### config.mk
export PLATFORM = sky130hd
export DESIGN_NAME = arbitro_rr
export DESIGN_NICKNAME = d
export VERILOG_FILES = /design/src/rtl/arbitro_rr_pkg.sv /design/src/rtl/arbitro_rr_pick.sv /design/src/rtl/arbitro_rr.sv
export SDC_FILE = /design/constraint.sdc
export NUM_CORES = 1
export LEC_CHECK = 0
export ABC_AREA = 1
export CAP_MARGIN = 10
export CORE_MARGIN = 1.5
export CORE_UTILIZATION = 46
export CTS_BUF_LIST = sky130_fd_sc_hd__clkbuf_8 sky130_fd_sc_hd__clkbuf_16
export DETAILED_ROUTE_END_ITERATION = 6
export PLACE_DENSITY = 0.86
export SYNTH_ARGS = -nofsm -noshare
export SYNTH_HDL_FRONTEND = slang
export SYNTH_HIERARCHICAL = 1
export SYNTH_SLANG_ARGS = --single-unit
### constraint.sdc
create_clock -name clk -period 6 [get_ports clk]
set_input_delay 0.6 -clock clk [delete_from_list [all_inputs] [get_ports clk]]
set_output_delay 0.6 -clock clk [all_outputs]
set_load 0.01 [all_outputs]
### src/rtl/arbitro_rr_pkg.sv
// ============================================================================
//  Module      : arbitro_rr_pkg
//  Description : Shared types and constants for the arbitro_rr round-robin
//                arbiter/router: default parameters, FSM state encoding and
//                the grant-index width helper.
//  Revision    : 1.0 - initial release
// ============================================================================
`default_nettype none

package arbitro_rr_pkg;

    localparam int DEF_NUM_IN  = 4;
    localparam int DEF_NUM_OUT = 4;
    localparam int DEF_CLASS_W = 2;
    localparam int DEF_DATA_W  = 6;
    localparam int DEF_CNT_W   = 8;

    // ST_IDLE: stage register empty; ST_SERVE: stage register holds an entry
    typedef enum logic [0:0] {
        ST_IDLE  = 1'b0,
        ST_SERVE = 1'b1
    } state_t;

    // Width of a source index; never narrower than one bit
    function automatic int idx_width(input int n);
        return (n > 1) ? $clog2(n) : 1;
    endfunction

endpackage

`default_nettype wire

### src/rtl/arbitro_rr_pick.sv
// ============================================================================
//  Module      : arbitro_rr_pick
//  Description : Combinational rotating-priority encoder. Scans the request
//                vector starting at ptr and wrapping modulo NUM_IN; returns
//                the first requester as a one-hot grant and as an index.
//  Revision    : 1.0 - initial release
// ============================================================================
`default_nettype none

module arbitro_rr_pick
    import arbitro_rr_pkg::*;
#(
    parameter int NUM_IN = DEF_NUM_IN,
    parameter int IDX_W  = idx_width(NUM_IN)
) (
    input  logic [NUM_IN-1:0] req,
    input  logic [IDX_W-1:0]  ptr,
    output logic [NUM_IN-1:0] gnt,
    output logic [IDX_W-1:0]  idx,
    output logic              valid
);

    // Walk the sources in rotated order and keep the first requester found
    always_comb begin
        int pos;
        pos   = 0;
        gnt   = '0;
        idx   = '0;
        valid = 1'b0;
        for (int k = 0; k < NUM_IN; k++) begin
            pos = int'(ptr) + k;
            if (pos >= NUM_IN) begin
                pos = pos - NUM_IN;
            end
            if (!valid && req[pos]) begin
                valid    = 1'b1;
                gnt[pos] = 1'b1;
                idx      = IDX_W'(pos);
            end
        end
    end

endmodule

`default_nettype wire

### src/rtl/arbitro_rr.sv
// ============================================================================
//  Module      : arbitro_rr
//  Description : NUM_IN x NUM_OUT round-robin arbiter/router. Pops at most one
//                eligible source FIFO per cycle and, one cycle later, pushes
//                the entry into the destination chosen by its class, or
//                pulses drop when the class has no destination.
//                Optional feature macro: ARB_CNT_EN adds per-destination push
//                counters on cnt_out.
//  Revision    : 1.0 - initial release
// ============================================================================
`default_nettype none

module arbitro_rr
    import arbitro_rr_pkg::*;
#(
    parameter int NUM_IN  = DEF_NUM_IN,
    parameter int NUM_OUT = DEF_NUM_OUT,
    parameter int CLASS_W = DEF_CLASS_W,
    parameter int DATA_W  = DEF_DATA_W,
    parameter int CNT_W   = DEF_CNT_W
) (
    input  logic                      clk,
    input  logic                      reset,
    input  logic [NUM_IN-1:0]         FIFO_empty,
    input  logic [NUM_IN*CLASS_W-1:0] class_in,
    input  logic [NUM_IN*DATA_W-1:0]  data_in,
    input  logic [NUM_OUT-1:0]        Almost_full,
    output logic [NUM_IN-1:0]         Pop,
    output logic [NUM_OUT-1:0]        Push,
    output logic [DATA_W-1:0]         data_out,
    output logic                      drop,
    output logic                      idle
`ifdef ARB_CNT_EN
    ,
    output logic [NUM_OUT*CNT_W-1:0]  cnt_out
`endif
);

    localparam int IDX_W = idx_width(NUM_IN);

    // Reject configurations the class decode and counters cannot support
    generate
        if (NUM_IN < 2 || NUM_OUT < 2 || NUM_OUT > (2 ** CLASS_W) || CNT_W < 1) begin : g_param_check
            $error("arbitro_rr: unsupported parameter combination");
        end
    endgenerate

    state_t              r_state;
    logic [IDX_W-1:0]    r_ptr;

    logic [NUM_IN-1:0]   w_req;
    logic [NUM_IN-1:0]   w_gnt;
    logic [IDX_W-1:0]    w_idx;
    logic                w_any;
    logic                w_grant;
    logic [IDX_W-1:0]    w_ptr_next;
    logic [CLASS_W-1:0]  w_g_cls;
    logic [DATA_W-1:0]   w_g_data;
    logic [NUM_OUT-1:0]  w_push_next;
    logic                w_drop_next;

    // A source requests when it has an entry and its destination can take it;
    // classes without a destination are always eligible so they can be dropped
    always_comb begin
        logic [CLASS_W-1:0] cls;
        logic               blk;
        cls   = '0;
        blk   = 1'b0;
        w_req = '0;
        for (int i = 0; i < NUM_IN; i++) begin
            cls = class_in[i*CLASS_W +: CLASS_W];
            blk = 1'b0;
            for (int j = 0; j < NUM_OUT; j++) begin
                if (int'(cls) == j && Almost_full[j]) begin
                    blk = 1'b1;
                end
            end
            w_req[i] = !FIFO_empty[i] && !blk;
        end
    end

    arbitro_rr_pick #(
        .NUM_IN (NUM_IN),
        .IDX_W  (IDX_W)
    ) u_pick (
        .req    (w_req),
        .ptr    (r_ptr),
        .gnt    (w_gnt),
        .idx    (w_idx),
        .valid  (w_any)
    );

    // Reset overrides the grant so no entry leaves a source while reset is high
    assign w_grant    = w_any && !reset;
    assign Pop        = w_grant ? w_gnt : '0;
    assign w_ptr_next = (int'(w_idx) == NUM_IN - 1) ? '0 : w_idx + IDX_W'(1);

    // Select the granted entry and decode where it goes next cycle
    always_comb begin
        w_g_cls     = '0;
        w_g_data    = '0;
        w_push_next = '0;
        for (int i = 0; i < NUM_IN; i++) begin
            if (w_gnt[i]) begin
                w_g_cls  = class_in[i*CLASS_W +: CLASS_W];
                w_g_data = data_in[i*DATA_W +: DATA_W];
            end
        end
        for (int j = 0; j < NUM_OUT; j++) begin
            w_push_next[j] = (int'(w_g_cls) == j);
        end
        w_drop_next = (int'(w_g_cls) >= NUM_OUT);
    end

    // Serve FSM: the stage register is the registered Push/data_out/drop set;
    // SERVE means it holds an entry being delivered this cycle
    always_ff @(posedge clk or posedge reset) begin
        if (reset) begin
            r_state  <= ST_IDLE;
            r_ptr    <= '0;
            Push     <= '0;
            data_out <= '0;
            drop     <= 1'b0;
        end else begin
            Push <= '0;
            drop <= 1'b0;
            case (r_state)
                ST_IDLE, ST_SERVE: begin
                    if (w_grant) begin
                        r_state <= ST_SERVE;
                        r_ptr   <= w_ptr_next;
                        if (w_drop_next) begin
                            drop <= 1'b1;
                        end else begin
                            Push     <= w_push_next;
                            data_out <= w_g_data;
                        end
                    end else begin
                        r_state <= ST_IDLE;
                    end
                end
                default: r_state <= ST_IDLE;
            endcase
        end
    end

    assign idle = (&FIFO_empty) && (r_state == ST_IDLE);

`ifdef ARB_CNT_EN
    generate
        for (genvar j = 0; j < NUM_OUT; j++) begin : g_cnt
            logic [CNT_W-1:0] r_cnt;

            // Count pushes to destination j, wrapping naturally at full scale
            always_ff @(posedge clk or posedge reset) begin
                if (reset) begin
                    r_cnt <= '0;
                end else if (Push[j]) begin
                    r_cnt <= r_cnt + CNT_W'(1);
                end
            end

            assign cnt_out[j*CNT_W +: CNT_W] = r_cnt;
        end
    endgenerate
`endif

endmodule

`default_nettype wire

==> results by group <==
Logic synthesis
  • Seq/Total Area, Yosys: 0.239
  • Synth warnings: 6
  • Simple-gate share of the synthesized area: 0.442
  • Syn nets: between 200 and 300
  • Adder-Cell Fraction of Synth Area: 0.0826
  • #FFs+latches synth: 13
  • Multiplexer share of the synthesized area: 0
  • Synth area leaders: dfrtp_1 (24%), nand2_1 (20%), nand3_1 (9.9%), a21oi_1 (8.4%), ha_1 (8.3%)
  • Synth Area in Compound Gates: 0.145
  • Post-synth top area cell: dfrtp_1
  • Area share of the largest cell type after synthesis: 0.239
  • Post-synth EDFFs: 0
  • Synth Instances: 213
  • Post-synthesis cell area: 0.00136 sq mm
  • Synth Area per Inst: 6.40 sq um
  • Main combinational cell family by area after synthesis: simple AND/OR/NAND/NOR gates
  • Async set-or-reset flop fraction in the synthesized netlist: 1.00
  • Synth Area in XOR/XNOR: 0
  • Ys flop type: dfrtp_1
  • Number of distinct library cells after synthesis: 21

Floorplanning
  • Io pins: 58
  • Area of the core: 0.00278 sq mm
  • Starting Density: 0.490
  • Die area: around 0.0033 sq mm
  • Die H: 57.5 um
  • Die Width: 57.5 um
  • FP Rows: 19

Routing
  • Mean routed wirelength per cell: 13.2 um
  • Final ANT Viol Nets: 0
  • Routed wire length: 3.94 mm
  • Drt first-iter violations: 102
  • DRC violations left: 0
  • Vias: 1,598
  • DR pass1 iterations: 4
  • Vias/cell: 5.34

Layout
  • Final Core Density: 0.707
  • Area Overhead vs Synth: 44.1%
  • Layout fillers: 247
  • Share of layout cells above drive strength 1: 0.0821
  • # diodes: 0
  • Final #Nets: 320
  • Cell area after layout: 0.00197 sq mm

Critical path
  • CP Max Fanout: 10
  • CP Depth: 16
  • Startpoint types: input pin
  • Slowest-stage cell, CP: clkdlybuf4s50_1
  • Most frequent CP cell: nand2_1
  • Buf/Inv on CP: 6
  • Worst reg2reg path depth: 15
  • CP Cell Sequence: clkdlybuf4s50_1, inv_1, nand2_1, nand3_1, a21oi_1, inv_1, nand2_1, nand2_1, nand2_1, nand2_1, inv_1, nand3_1, nand3_1, inv_2, nor2_1, clkdlybuf4s50_1
  • CP top delay family: buffers and inverters
  • Crit-path max cell delay: roughly 0.55 ns
  • Flop2flop setup slack: 2.92 ns
  • Critical Path AT: ~3.5 ns
  • CP required: 5.40 ns
  • WS Path Type: input pin to output pin
  • Crit. End Element: output pin

Clock tree
  • H-tree lvl count: 1
  • Clk_lat worst skew: 0.24 ns
  • Clock sink count: 13
  • Hold_buf cts: 0
  • CTS clk-pin slew, worst paths: 0.05 ns
  • Bufs on Longest Clock Path: 2
  • CTS tree: done
  • CTS Buf Count: 3
  • Post-cts resize count: 0
  • CTS Root Cell: clkbuf_8
  • Post CTS Setup Buffer Count: 0

Min path
  • Hold Path Class: flip-flop to flip-flop
  • Hold depth: 2

STA
  • RSZ-0062 raised after global routing: false
  • Worst Tran Pin Value: 0.504 ns
  • Final setup viols: 0
  • Clock Skew: 0.000325 ns
  • Post-layout min period: 4.10 ns
  • Fin. Hold Viols: 0
  • Fin crit share: 0.683
  • Final Max Slew Viols: 0
  • Max Clock Freq: around 240 MHz
  • Setup TNS: 0 ns
  • Slew margin rel.: 0.663

Pwr
  • Worst vdd ir: between 0.5 and 0.6 mV
  • Power Density: 544 mW/mm^2
  • LEAKAGE: ~0.95 nW

Place
  • DPL Wire Length: 3.13 mm
  • GPL Wtd Cong: 0.978
  • Dpl cell area: 0.00192 sq mm
  • Buffers on Ports: 56

GRT
  • Total global routing overflow: 0
  • Initial antenna violation count: 0
  • First-pass GRT wire length: between 6 and 7 mm
  • Gr usage total: 0.233
  • Largest net degree at the start of global routing: 15
  • Vias in the first global route: 1,304

Outcome
  • Status: finished clean

Run
  • Max_cap viols: 0
worst min-delay path, cell delays in order, from the launching register on:
cell and delay [ns]:
dfrtp_1 0.34, nand2_1 0.05, nand3_1 0.07
path summary, 6_finish.rpt:
kind                                          from                 endpoint
min in group asynchronous                    reset  data_out[1]$_DFFE_PP0P_
setup / recovery                       class_in[3]                   Pop[2]
max in group asynchronous                    reset  data_out[4]$_DFFE_PP0P_
setup reg to reg              r_ptr[0]$_DFFE_PP0P_        Push[0]$_DFF_PP0_
hold / removal             data_out[4]$_DFFE_PP0P_  data_out[4]$_DFFE_PP0P_
hold reg to reg            data_out[4]$_DFFE_PP0P_  data_out[4]$_DFFE_PP0P_
cells in the mapped netlist (4+ instances only):
cell type	n
nand2_1	72
a21boi_0	4
inv_1	16
nor2_1	9
inv_2	5
a21oi_1	23
nand4_1	8
nand3_1	27
ha_1	9
dfrtp_1	13
nand2_2	9
o211ai_1	6
sequential cells by signal, indices dropped and copies added, names as in the netlist:
signal,count
r_state,1
data_out,6
r_ptr,2
Push,4
final cells by class:
cell class,count,area [sq um],area share
inverter,21,78.8,0.0401
clock buffer,3,41.3,0.0210
sequential,13,325,0.165
timing repair buffer,56,561,0.285
multi-input combinational,174,917,0.467
tap,31,38.8,0.0197
clock inverter,1,3.75,0.00191
placed cells by master, fill, tap and decap left out, drive strengths merged:
master and instances:
a21oi 23, dfrtp 13, nand2 81, inv 22
conb 1, nand3 29, nor2 12, o31ai 1
clkdlybuf4s50 56, clkbuf 3, o211ai 6, ha 9
nand4 8, a21boi 4
metrics by stage:
step / std cells / power, mW / setup WS (ns) / hold WS [ns]
2_1_floorplan: 213 / 0.774 / 3.37 / 0.414
3_3_place_gp: 295 / 0.962 / 1.99 / 0.481
3_5_place_dp: 295 / 0.982 / 1.96 / 0.489
4_1_cts: 299 / 1.07 / 1.94 / 0.502
5_1_grt: 299 / 1.17 / 1.63 / 0.512
6_report: 299 / 1.07 / 1.90 / 0.498
logic make-up (layout without fill, tap and decap cells):
kind of cell / Yosys count / after routing
flip-flops: 13 / 13
adder cells (fa/ha/maj): 9 / 9
AND/OR/NAND/NOR: 130 / 130
AO/OA/AOI/OAI: 34 / 34
other: 1 / 1
buffers and inverters: 26 / 81
metal layers:
metal / share of wire / vias up / global-route usage
met5: 0 / - / 0
met3: 0.071 / 8 / 0.0340
met2: 0.47 / 70 / 0.367
met1: 0.44 / 702 / 0.327
li1: - / 818 / -
met4: 0.017 / 0 / 0.0797
report_power, final:
part	internal [mW]	switching [mW]	total, mW
Sequential	0.126	0.0315	0.157
Clock	0.0451	0.0292	0.0743
Combinational	0.301	0.536	0.837
Total	0.472	0.597	1.07
No activity file was read; power rests on OpenSTA's default activity.
